**src/rtl/vga_bar_sequencer.sv**
```systemverilog
`default_nettype none
// ============================================================================
// Module   : vga_bar_sequencer
// Purpose  : Owns the fill level of the animated overlay bar and drives the
//            thermometer pattern read by the pixel datapath. Animation step
//            requests come from a clk prescaler, but they are only applied at
//            frame_start (vertical blanking). A frame therefore never shows a
//            partly updated pattern.
// Ports    : clk          - system clock
//            rst_n        - asynchronous active-low reset
//            frame_start  - 1-cycle pulse at the start of vertical blanking
//            enable       - run animation (0 drops to IDLE at next frame_start)
//            mode         - 0 = fill-and-wrap, 1 = bounce (fill/hold/drain)
//            bar_pattern  - bit i set iff i < level (registered)
//            level        - current fill level 0..BAR_W (registered)
//            busy         - sequencer is not IDLE
//            wrap_pulse   - 1-cycle pulse when level returns to 0 from a cycle
// Revision : 1.0 - initial release
// ============================================================================
module vga_bar_sequencer #(
   parameter int BAR_W       = 112,
   parameter int TICK_DIV    = 10000000,
   parameter int HOLD_FRAMES = 60
) (
   input  logic                       clk,
   input  logic                       rst_n,
   input  logic                       frame_start,
   input  logic                       enable,
   input  logic                       mode,
   output logic [BAR_W-1:0]           bar_pattern,
   output logic [$clog2(BAR_W+1)-1:0] level,
   output logic                       busy,
   output logic                       wrap_pulse
);

   localparam int LW = $clog2(BAR_W + 1);
   localparam int PW = (TICK_DIV > 2) ? $clog2(TICK_DIV) : 1;
   localparam int HW = (HOLD_FRAMES > 1) ? $clog2(HOLD_FRAMES) : 1;

   localparam logic [1:0] c_st_idle  = 2'd0;
   localparam logic [1:0] c_st_fill  = 2'd1;
   localparam logic [1:0] c_st_hold  = 2'd2;
   localparam logic [1:0] c_st_drain = 2'd3;

   localparam logic [LW-1:0] c_level_max  = LW'(BAR_W);
   localparam logic [LW-1:0] c_level_pre  = LW'(BAR_W - 1);
   localparam logic [PW-1:0] c_presc_last = PW'(TICK_DIV - 1);
   localparam logic [HW-1:0] c_hold_last  = HW'(HOLD_FRAMES - 1);

   logic [1:0]       r_state;
   logic [1:0]       w_state_next;
   logic [LW-1:0]    r_level;
   logic [LW-1:0]    w_level_next;
   logic [BAR_W-1:0] r_pattern;
   logic [BAR_W-1:0] w_pattern_next;
   logic             r_wrap;
   logic             w_wrap_next;
   logic [HW-1:0]    r_hold_cnt;
   logic [HW-1:0]    w_hold_next;
   logic [PW-1:0]    r_presc;
   logic             r_step_pend;
   logic             w_tick;
   logic             w_step;
   logic             w_busy;

   // Prescaler only runs outside IDLE, so a tick can never occur in IDLE.
   assign w_tick = (r_state != c_st_idle) && (r_presc == c_presc_last);
   // A tick coinciding with frame_start counts as pending for that frame.
   assign w_step = frame_start && (r_step_pend || w_tick);

   // ------------------------------------------------------------------------
   // State register
   // ------------------------------------------------------------------------
   always_ff @(posedge clk or negedge rst_n) begin
      if (!rst_n) begin
         r_state <= c_st_idle;
      end else begin
         r_state <= w_state_next;
      end
   end

   // ------------------------------------------------------------------------
   // Next-state / next-level logic. Everything changes only at frame_start,
   // which also gives the "frozen until next frame_start" behaviour when
   // enable drops mid-frame.
   // ------------------------------------------------------------------------
   always_comb begin
      w_state_next = r_state;
      w_level_next = r_level;
      w_hold_next  = r_hold_cnt;
      w_wrap_next  = 1'b0;
      if (frame_start) begin
         if (!enable) begin
            w_state_next = c_st_idle;
            w_level_next = '0;
            w_hold_next  = '0;
         end else begin
            case (r_state)
               c_st_idle: begin
                  // Entering FILL consumes this frame_start, no step yet.
                  w_state_next = c_st_fill;
               end
               c_st_fill: begin
                  if (w_step) begin
                     if (r_level >= c_level_max) begin
                        w_level_next = '0;
                        w_wrap_next  = 1'b1;
                     end else begin
                        w_level_next = r_level + LW'(1);
                        // mode is only looked at on the step that fills the bar.
                        if ((r_level == c_level_pre) && mode) begin
                           w_state_next = c_st_hold;
                           w_hold_next  = '0;
                        end
                     end
                  end
               end
               c_st_hold: begin
                  if (r_hold_cnt == c_hold_last) begin
                     w_state_next = c_st_drain;
                     w_hold_next  = '0;
                  end else begin
                     w_hold_next = r_hold_cnt + HW'(1);
                  end
               end
               c_st_drain: begin
                  if (w_step) begin
                     if (r_level <= LW'(1)) begin
                        w_level_next = '0;
                        w_wrap_next  = (r_level == LW'(1));
                        w_state_next = c_st_fill;
                     end else begin
                        w_level_next = r_level - LW'(1);
                     end
                  end
               end
               default: begin
                  w_state_next = c_st_idle;
                  w_level_next = '0;
               end
            endcase
         end
      end
   end

   // ------------------------------------------------------------------------
   // Output decode
   // ------------------------------------------------------------------------
   always_comb begin
      w_busy = (r_state != c_st_idle);
   end

   // Thermometer pattern is derived from the next level so that the
   // registered pattern and level always change on the same edge.
   genvar gi;
   generate
      for (gi = 0; gi < BAR_W; gi++) begin : g_pattern
         assign w_pattern_next[gi] = (w_level_next > LW'(gi));
      end
   endgenerate

   // ------------------------------------------------------------------------
   // Datapath registers
   // ------------------------------------------------------------------------
   always_ff @(posedge clk or negedge rst_n) begin
      if (!rst_n) begin
         r_level     <= '0;
         r_pattern   <= '0;
         r_wrap      <= 1'b0;
         r_hold_cnt  <= '0;
         r_presc     <= '0;
         r_step_pend <= 1'b0;
      end else begin
         r_level    <= w_level_next;
         r_pattern  <= w_pattern_next;
         r_wrap     <= w_wrap_next;
         r_hold_cnt <= w_hold_next;

         if ((r_state == c_st_idle) || (w_state_next == c_st_idle) || w_tick) begin
            r_presc <= '0;
         end else begin
            r_presc <= r_presc + PW'(1);
         end

         // Ticks in HOLD are ignored; frame_start always consumes the request.
         if (frame_start || (w_state_next == c_st_idle)) begin
            r_step_pend <= 1'b0;
         end else if (w_tick && ((r_state == c_st_fill) || (r_state == c_st_drain))) begin
            r_step_pend <= 1'b1;
         end
      end
   end

   assign level       = r_level;
   assign bar_pattern = r_pattern;
   assign wrap_pulse  = r_wrap;
   assign busy        = w_busy;

endmodule
`default_nettype wire
```
**config.mk**
```make
export PLATFORM = sky130hd
export DESIGN_NAME = vga_bar_sequencer
export DESIGN_NICKNAME = d
export VERILOG_FILES = /design/src/rtl/vga_bar_sequencer.sv
export SDC_FILE = /design/constraint.sdc
export NUM_CORES = 1
export LEC_CHECK = 0
export CAP_MARGIN = 15
export CORE_ASPECT_RATIO = 2
export CORE_UTILIZATION = 40
export CTS_BUF_LIST = sky130_fd_sc_hd__clkbuf_2 sky130_fd_sc_hd__clkbuf_4 sky130_fd_sc_hd__clkbuf_8
export CTS_CLUSTER_SIZE = 8
export DETAILED_ROUTE_END_ITERATION = 10
export MAX_ROUTING_LAYER = met4
export SKIP_CTS_REPAIR_TIMING = 1
export SLEW_MARGIN = 20
export SYNTH_ARGS = -nofsm -noshare
export SYNTH_HDL_FRONTEND = slang
export SYNTH_SLANG_ARGS = --single-unit
```
**constraint.sdc**
```tcl
create_clock -name clk -period 6.8 [get_ports clk]
set_input_delay 1.36 -clock clk [delete_from_list [all_inputs] [get_ports clk]]
set_output_delay 1.36 -clock clk [all_outputs]
set_load 0.01 [all_outputs]
```
Word level (Yosys, flattened, before mapping)

Index checks and enable logic that the tools add are counted.

Magnitude comparators: 114
Reduce and logical (&&, ||, !) cells: 14
Equal/unequal tests: 11
Add/sub/neg operators: 4
Multiplexer cells: 32

Operators by type and width:

| kind                                                                   | count |
|---|---|
| 7-bit > comparator (second input constant)                             | 48 |
| 7-bit by 6-bit > comparator with 1-bit output (second input constant)  | 32 |
| 7-bit by 5-bit > comparator with 1-bit output (second input constant)  | 16 |
| 7-bit by 4-bit > comparator with 1-bit output (second input constant)  | 8 |
| 7-bit two-way mux                                                      | 6 |
| 6-bit two-way mux                                                      | 5 |
| 7-bit by 3-bit > comparator with 1-bit output (second input constant)  | 4 |
| 24-bit by 1-bit adder with 24-bit output (second input constant)       | 1 |
| 24-bit equality test (second input constant)                           | 1 |
| 24-bit two-way mux                                                     | 1 |
| 2-bit two-way mux                                                      | 8 |
| 7-bit by 1-bit > comparator with 1-bit output (second input constant)  | 2 |
| 7-bit by 2-bit > comparator with 1-bit output (second input constant)  | 2 |
| 7-bit case mux with 2 select lines                                     | 1 |
| 6-bit case mux with 2 select lines                                     | 1 |
| 3-bit != test (second input constant)                                  | 3 |
| 1-bit two-way mux                                                      | 8 |
| 2-bit case mux with 4 select lines                                     | 1 |
| 7-bit by 1-bit adder with 7-bit output (second input constant)         | 1 |
| 7-bit by 1-bit equality test with 1-bit output (second input constant) | 1 |
| 7-bit equality test (second input constant)                            | 1 |
| 7-bit >= comparator (second input constant)                            | 1 |
| 7-bit by 1-bit <= comparator with 1-bit output (second input constant) | 1 |
| 7-bit by 1-bit subtractor with 7-bit output (second input constant)    | 1 |
| other kinds (11)                                                       | 21 |

Bits of input ports: 5
Output and inout bits: 121
Word-level logic and storage cells: 182
Register bits after elaboration: 153

Logic depth before layout (Yosys ltp)

Gate-level depths: netlist (run 1).

Depth after elaboration: 12
Depth in mapped cells: 14

Least setup slack after synthesis (run 1)

OpenSTA, ideal clock, no wires.

Kind: in2reg
Start: input frame_start
End: register r_pattern[32], in the netlist bar_pattern[32]
Data required time: 6.664 ns
Setup time: 0.136 ns
Cell stages on the path: 10
Data arrival time: 3.169 ns
Path slack: 3.495 ns
Path buffers: 3
Cells stage by stage: clkbuf_1 > clkbuf_1 > nand2_1 > a211o_1 > a32oi_1 > inv_2 > buf_2 > nor2_1 > o21a_1 > o21ai_0

Longest elaborated chain between the ends: 6
Elaborated cells on any way between the ends: 7

Ends and longest elaborated chain:

| item                                              | RTL line | source |
|---|---|---|
| from (decl)                                       | 27       | `input logic frame_start,` |
| 1-bit logical AND                                 | 69       | `assign w_step = frame_start && (r_step_pend \|\| w_tick);` |
| 7-bit two-way mux, on equally long branches       | 127, 104 |  |
| 7-bit case mux with 2 select lines                | 98       | `case (r_state)` |
| 7-bit two-way mux                                 | 93       | `if (!enable) begin` |
| 7-bit two-way mux (*)                             | 92       | `if (frame_start) begin` |
| 7-bit by 6-bit > comparator with 1-bit output (*) | 158      | `assign w_pattern_next[gi] = (w_level_next > LW'(gi));` |
| via w_pattern_next[32]                            | 55       | `logic [BAR_W-1:0] w_pattern_next;` |
| to (signal assigned)                              | 175      | `r_pattern <= w_pattern_next;` |
| to (decl)                                         | 54       | `logic [BAR_W-1:0] r_pattern;` |

Mark *: on every way through the listed nets, which the timed path passes. The rest lies on a longest branch.
A chain may end at the register's enable or synchronous reset.

Final worst setup path (run 1)

Start: input enable
End: register r_pattern[37], in the netlist bar_pattern[37]

Longest elaborated chain between the ends: 3

Ends and longest elaborated chain:

| item                                          | RTL line | source |
|---|---|---|
| from (decl)                                   | 28       | `input logic enable,` |
| 7-bit two-way mux                             | 93       |  |
| 7-bit two-way mux                             | 92       |  |
| 7-bit by 6-bit > comparator with 1-bit output | 158      |  |
| via w_pattern_next[37]                        | 55       |  |

The timed path passes the listed nets, and every way through them passes these cells.

==> reports/results.tsv, run 1 <==
metric	value	unit
outcome	finished clean	
fmax	228	MHz
via_count	5170	
fin_skew	0.0154	ns
power-per-cell-area	261	nW/um2
dpl_cell_area	7830	um2
hpwl	14100	um
max_slew.worst_pin.slew	0.949	ns
post-route-period-util	64.5	%
ir_drop	124	uV
crit_path_start_kind	input port	
synth_cells	624	
pin_count	126	
antenna_found_initial	0	
area_growth	27.8	%
cpMostUsedCell	and2_1	
yosys.area.top_type	dfrtp_1	
utilization	52.4	%
slew_headroom	36.7	%
cts_tree	built	
die_h	182	um
netlist_area	6470	um2
grt_overflow	0	
crit_type	in2reg	
dr.pass1.iters	5	
postSynthAreaPerCell	10.4	um2
finalSetupTns	0	ns
n_antenna_cell	0	
post-place-ws	2.00	ns
hold_viol	0	
min_period	4.38	ns
ys_async_sr_fraction	100	%
io_buffers	125	
cp.arrival	4.75	ns
cts_buffers	17	
core	15800	um2
dieArea	16700	um2
wl_per_cell	19.8	um
worst-path-max-fanout	17	
stdcell_area	8270	um2
maxSlewViolCount	0	
hold_class	reg2reg	
synth_seq_cells	153	
start_util	41.0	%
yosys.cell_types.count	69	
cts_root_buf	clkbuf_8	
rows	65	
synthMostInstantiatedCell	dfrtp_1	
gp_congestion	0.887	
grt_pass1_vias	5320	
drc_errors	0	
wl	18800	um
slowest_delay	0.93	ns
synth_nets	635	
fill_cells	1456	
grt_first_pass_wirelength	29000	um
yosysSeqAreaShare	59.2	%
yosysTopAreaCellShare	59.2	%
drive_above_1_share	8.13	%
slowest_stage	clkdlybuf4s50_1	
rrSetupSlack	2.66	ns
setup_violations	0	
synth_edf_count	0	
htreeDepth	4	
synth_common_cells	153 x dfrtp_1, 71 x nor2_1, 67 x nand2_1	
fin_ws	2.42	ns
synthTopCellsByArea	dfrtp_1 59%, nor2_1 4.1%, nand2_1 3.9%	
ys.flop_type	dfrtp_1	
dieWidth	91.9	um
routed_via_density	5.44	
grt_use_total	24.1	%
power	2.16	mW
drv_cap	0	
p_leak	3.69	nW
reg2reg_depth	10	
drt_iter0_drc	260	
clkLatencyLatePin	0.46	ns
hold_depth	1	
path_cells	clkdlybuf4s50_1 -> and2_1 -> a31oi_1 -> a211oi_1 -> o2111ai_1 -> o211a_1 -> inv_1 -> nand2_1 -> and2_1 -> o21ai_1	
cts_max_path_buffers	2	
required	7.16	ns
crit_path_end_kind	register	
rsz0062_at_grt	no	
ant_nets	0	
yosys_warnings	0	
path_clk_slew	0.08	ns
cts.sinks	153	
nNetsFinal	748	
grt_max_degree	78	
[per-layer routing]
| layer | track usage, % | wire length, um | part of all wire, % | up-vias |
|---|---|---|---|---|
| met5 | - | 0 | 0 | - |
| met4 | 11.9 | 731 | 3.9 | 0 |
| met3 | 3.69 | 540 | 2.9 | 45 |
| met2 | 47.0 | 11400 | 61 | 147 |
| met1 | 21.7 | 6150 | 33 | 2588 |
| li1 | - | - | - | 2390 |
[flip-flops by register name, summed over array words and instances, names as in the netlist]
name / flops
level: 7
r_step_pend: 1
r_presc: 24
r_hold_cnt: 6
r_state: 2
bar_pattern: 112
wrap_pulse: 1
[critical path: cells and delay by family]
kind,cells,cell delay [ns]
and+or+nand+nor,3,0.94
buffers and inverters,2,1.41
AOI/OAI and AO/OA,5,1.02
[cells by family after synthesis]
| group | synth area share (%) |
|---|---|
| compound gates | 13.9 |
| fa+ha+maj | 1.16 |
| buf+inv | 4.28 |
| mux | 0.232 |
| xor+xnor | 3.11 |
| simple gates | 18.1 |
| flops | 59.2 |
[per-stage QoR]
stage | hold slack [ns] | std cells
4_1_cts | 0.487 | 951
3_3_place_gp | 0.466 | 919
5_1_grt | 0.519 | 951
3_5_place_dp | 0.475 | 919
2_1_floorplan | 0.449 | 624
6_report | 0.481 | 951
[layout by cell type (no fill, tap or decap), types with 3 or more instances in the layout]
cell,netlist,routed
clkbuf_8,0,19
nor3_1,13,13
and2_1,5,5
and3_1,7,7
nor2_2,3,3
o21ai_1,6,6
nand4_1,11,11
xnor2_1,9,9
o31a_1,4,4
o22ai_1,3,3
dfrtp_1,153,153
inv_2,5,5
nand2b_1,4,4
and4_1,6,6
ha_1,6,6
a211oi_1,3,3
o21ai_0,41,41
bufinv_16,0,3
clkinv_4,0,3
xor2_1,14,14
inv_1,26,26
a21oi_1,37,37
nor4_1,5,5
nand2_1,67,67
a31oi_1,17,17
nor2_1,71,71
clkdlybuf4s50_1,0,124
nand3_1,26,26
[where the power goes]
| group | total, mW | internal, mW | switching [mW] |
|---|---|---|---|
| Sequential | 1.02 | 0.973 | 0.0431 |
| Clock | 0.735 | 0.392 | 0.344 |
| Combinational | 0.408 | 0.167 | 0.241 |
[path summary, 6_finish.rpt]
path,start,endpoint
setup / recovery,enable,bar_pattern[37]
setup reg to reg,r_state[0],bar_pattern[85]
hold reg to reg,r_hold_cnt[5],r_hold_cnt[5]
hold / removal,r_hold_cnt[5],r_hold_cnt[5]
max in group asynchronous,rst_n,bar_pattern[17]
min in group asynchronous,rst_n,bar_pattern[43]
[layout make-up]
class	count	area, um2	share of cell area (%)
Sequential cell	153	3830	46.3
Multi-Input combinational cell	407	2370	28.7
Timing Repair Buffer	127	1270	15.3
Clock buffer	20	269	3.25
Tap cell	201	251	3.04
Clock inverter	12	163	1.97
Inverter	31	116	1.41
Power figures use the tool's default switching activity.
==> run 2: changes to the inputs <==
--- a/config.mk
+++ b/config.mk
@@ -12,6 +12,7 @@
 export CTS_CLUSTER_SIZE = 8
 export DETAILED_ROUTE_END_ITERATION = 10
 export MAX_ROUTING_LAYER = met4
+export PLACE_DENSITY = 0.67
 export SKIP_CTS_REPAIR_TIMING = 1
 export SLEW_MARGIN = 20
 export SYNTH_ARGS = -nofsm -noshare
==> constraint.sdc (replaced) <==
create_clock -name clk -period 3.95 [get_ports clk]
set_input_delay 0.79 -clock clk [delete_from_list [all_inputs] [get_ports clk]]
set_output_delay 0.79 -clock clk [all_outputs]
set_load 0.01 [all_outputs]
==> run 2 against run 1 <==
Die area stayed put. Cell count rose by 1.5%. Clock-buffer cell count down 2. Largest power group unchanged. Setup slack lost 2.1 ns. Utilization up 0.55 points. Critical path depth did not move. Register-to-register slack lost 2.3 ns. Global-route usage is 0.32 points lower. Routed wire length is 1.7% lower. Non-clock buffer count rose by 15. Combinational power increased by 84%.
==> reports/results.tsv, run 2 (same netlist as run 1, synthesis figures left out) <==
metric	value	unit
fin_skew	0.0150	ns
seqPwrFrac	47.3	%
worst-path-max-fanout	15	
required	4.30	ns
place_inst	934	
dpl_cell_area	7960	um2
drv_cap	0	
core	15800	um2
grt_pass1_vias	5308	
stdcell_area	8350	um2
final_common_cell	dfrtp_1	
pwr-share-comb	20.5	%
cts_max_path_buffers	2	
start_util	41.0	%
rsz0062_at_grt	no	
slew_headroom	45.4	%
power-per-cell-area	439	nW/um2
final_cells	965	
grt_use_total	23.8	%
largest_reg_flops	112	
maxSlewViolCount	0	
drc_errors	0	
wl	18500	um
max_slew.worst_pin.slew	0.815	ns
htreeDepth	4	
cts_buffers	17	
ir_drop	243	uV
ant_nets	0	
hold_slack	0.346	ns
hold_viol	0	
grt_max_degree	81	
outcome	finished clean	
hpwl	13900	um
fmax	279	MHz
antenna_found_initial	0	
rows	65	
routed_via_density	5.43	
clkLatencyLatePin	0.47	ns
nNetsFinal	763	
dieWidth	91.9	um
grt_first_pass_wirelength	28800	um
cts_tree	built	
grt_overflow	0	
pin_count	126	
dr.pass1.iters	5	
via_count	5240	
min_period	3.59	ns
p_int	2.56	mW
hold_class	in2async	
power_switching	1.10	mW
io_buffers	125	
die_h	182	um
p_clk_share	32.2	%
p_sw_share	30.0	%
fill_cells	1416	
gp_congestion	0.962	
post-route-period-util	90.8	%
crit_type	reg2reg	
path_clk_slew	0.09	ns
cts_root_buf	clkbuf_8	
final_cell_mix	153 x dfrtp_1, 124 x clkdlybuf4s50_1, 71 x nor2_1	
wl_per_cell	19.2	um
crit_path_end_kind	register	
drt_iter0_drc	313	
crit_path_start_kind	register	
dieArea	16700	um2
cts.sinks	153	
n_antenna_cell	0	
cp.arrival	3.94	ns
finalSetupTns	0	ns
p_leak	3.74	nW
area_growth	29.1	%
drive_above_1_share	9.82	%
setup_violations	0	
==> run 2: through the flow <==
step	setup slack (ns)	power [mW]	utilization (%)
floorplan	1.17	2.10	-
global placement	0.430	2.51	50.4
detailed placement	0.370	2.52	50.4
CTS	0.430	3.69	52.9
global route	0.135	3.82	52.9
finish	0.363	3.66	52.9
==> run 2: routing by layer <==
layer  GRT usage (%)  routed length (um)  part of all wire (%)
met1            22.3                6060                    33
met2            44.4               10800                    59
met3            3.69                 654                   3.5
met4            14.0                 960                   5.2
met5               -                   0                     0
==> run 2: worst paths after layout <==
kind | slack, ns | endpoint | cells after the start | from
worst max-delay path | 0.36 | bar_pattern[1] | 10 | r_presc[0]
worst min-delay path | 0.35 | bar_pattern[53] | 1 | rst_n
worst max register to register | 0.36 | bar_pattern[1] | 10 | r_presc[0]
worst min register to register | 0.48 | r_presc[0] | 1 | r_presc[0]
max in group asynchronous | 2.77 | bar_pattern[27] | 2 | rst_n
min in group clk | 0.48 | r_presc[0] | 1 | r_presc[0]
==> run 2: power groups by stage <==
stage	logic, mW	registers (mW)	clock network, mW
3_5_place_dp	0.754	1.77	0
3_3_place_gp	0.747	1.77	0
2_1_floorplan	0.296	1.81	0
4_1_cts	0.756	1.74	1.20
5_1_grt	0.810	1.75	1.26
6_report	0.751	1.73	1.18
==> run 2: worst max-delay path, stage by stage (launching register included) <==
cell and delay, ns:
dfrtp_1 0.41, ha_1 0.24, and4_1 0.27, and2_1 0.19, a31oi_1 0.67, nor3_1 0.21, a211oi_4 0.49, inv_2 0.24
nor3_4 0.44, nand3_1 0.16, o31a_1 0.14
==> run 2: cell type report <==
type	count	area (um2)	share of cell area, %
clock buffer	18	248	2.97
clock inverter	13	145	1.74
inverter	31	116	1.39
multi-input combinational	407	2370	28.4
sequential	153	3830	45.8
tap	201	251	3.01
timing repair buffer	142	1390	16.7
==> RTL change, RTL diff (settings of run 2) <==
Change the parameter `HOLD_FRAMES` from 60 to 90.
--- a/src/rtl/vga_bar_sequencer.sv
+++ b/src/rtl/vga_bar_sequencer.sv
@@ -20,7 +20,7 @@
 module vga_bar_sequencer #(
    parameter int BAR_W       = 112,
    parameter int TICK_DIV    = 10000000,
-   parameter int HOLD_FRAMES = 60
+   parameter int HOLD_FRAMES = 90
 ) (
    input  logic                       clk,
    input  logic                       rst_n,
Formal check against the unedited RTL: no difference found for any inputs over 10 cycles, from zero or initial values and one cycle with rst_n low; that may be too few to reach the edited logic, so the function may still have changed.
==> RTL change against run 2 <==
Combinational power fell by 2.7%; fmax rose by 7.9%; wire length rose by 0.91%; non-clock buffer count rose by 10; sequential cell count rose by 1; critical path depth fell by 2; cell area rose by 1.0%; power fell by 1.8%; via count fell by 0.17%; setup slack improved by 0.26 ns; synthesized area rose by 0.19%; critical endpoint is now bar_pattern[55]; largest cell class unchanged; largest power group unchanged.
==> RTL change: results (changes against run 2) <==
* Status: completed
* DP HPWL at 13.9 mm (-0.15%)
* Synth Instances at 599 (-4.0%)
* Sw frac at 30.6% (+0.58 points)
* Clk root buf: clkbuf_8
* I/O Buffers at 125 (unchanged)
* Fill cells at 1,414 (-0.14%)
* Top cells by count, synth: 154 x dfrtp_1, 50 x o21ai_0, 44 x nand2_1
* Leak at 3.74 nW (about the same)
* Max Fanout on Critical Path at 8 (-7)
* Synth area leaders: dfrtp_1 59%, o21ai_0 3.9%, a21oi_1 3.2%
* Seq/Total Area, Yosys at 59.5% (+0.27 points)
* Final GP Congestion at 0.927 (-3.6%)
* Initial drt markers at 205 (-35%)
* Largest net degree at the start of global routing at 113 (+40%)
* Layout Skew at 0.0102 ns (-0.00483 ns)
* Slew headroom at 34.7% (-11 points)
* Arr. time, crit path at 3.73 ns (-0.21 ns)
* Cell total after placement at 913 (-2.2%)
* Layout cell share with drive strength beyond 1 at 12.2% (+2.4 points)
* Max IR drop VDD at 0.000235 V (-3.4%)
* Non-Filler Instances at 945 (-2.1%)
* Synth Net Count at 611 (-3.8%)
* Vias in the first global route at 5,404 (+1.8%)
* GRT Util Overall at 24.5% (+0.70 points)
* First-pass GRT wire length at 29.5 mm (+2.5%)
* Cell variety after synth at 61 (-12%)
* Vias at 5,231 (-0.17%)
* Final nets at 743 (-2.6%)
* Routed WL at 18.7 mm (+0.91%)
-- RTL change: cells by family (layout without fill, tap and decap cells) --
kind of cell | after synthesis | count (layout) | synth area share (%)
and+or+nand+nor | 195 | 195 | 16.2
AOI/OAI and AO/OA | 163 | 163 | 16.1
DFF | 154 | 154 | 59.5
buffers and inverters | 56 | 201 | 3.65
xor gates and xnor gates | 24 | 24 | 3.24
adders and majority gates | 7 | 7 | 1.35
-- RTL change: final cells by class --
| cell class | instances | area, sq um | area share [%] |
|---|---|---|---|
| inverter | 17 | 63.8 | 0.756 |
| clock inverter | 12 | 143 | 1.69 |
| multi-input combinational | 389 | 2400 | 28.5 |
| clock buffer | 20 | 256 | 3.04 |
| sequential | 154 | 3850 | 45.7 |
| tap | 201 | 251 | 2.98 |
| timing repair buffer | 152 | 1470 | 17.4 |
-- RTL change: layer usage --
layer | GRT usage (%) | wire length [um] | vias up
met5 | - | 0 | -
met4 | 15.5 | 1060 | 0
met3 | 4.61 | 736 | 57
met2 | 45.1 | 10700 | 200
met1 | 22.5 | 6190 | 2567
li1 | - | - | 2407
-- RTL change: worst paths after layout --
check / endpoint / cells past startpoint / startpoint / slack, ns
setup / recovery: bar_pattern[55] / 8 / r_presc[14] / 0.62
max in group asynchronous: r_hold_cnt[1] / 2 / rst_n / 2.57
hold / removal: bar_pattern[67] / 1 / rst_n / 0.42
hold reg to reg: r_presc[0] / 1 / r_presc[0] / 0.51
min in group clk: r_presc[0] / 1 / r_presc[0] / 0.51
setup reg to reg: bar_pattern[55] / 8 / r_presc[14] / 0.62
-- RTL change: per-stage QoR --
step           hold slack [ns]  power, mW  worst slack (ns)  area [sq um]
5_1_grt                  0.524       3.75             0.421          8440
6_report                 0.419       3.60             0.624          8440
3_3_place_gp             0.470       2.43             0.359          8040
4_1_cts                  0.477       3.62             0.601          8440
3_5_place_dp             0.495       2.44             0.196          8040
2_1_floorplan            0.446       2.09              1.19          6480
-- RTL change: power by group through the flow --
stage	logic, mW	registers [mW]	clock network [mW]
finish	0.731	1.67	1.19
global route	0.787	1.68	1.28
CTS	0.734	1.67	1.21
detailed placement	0.731	1.71	0
global placement	0.721	1.71	0
floorplan	0.343	1.74	0
-- RTL change: worst max-delay path, cell delays in order (launching register included) --
cell and delay [ns]:
dfrtp_1 0.42, nor4b_1 0.66, and3_1 0.39, a21o_1 0.25, o2111ai_1 0.20, nor3_4 0.45, nor2_1 0.23, o21ai_0 0.47
buf_4 0.19
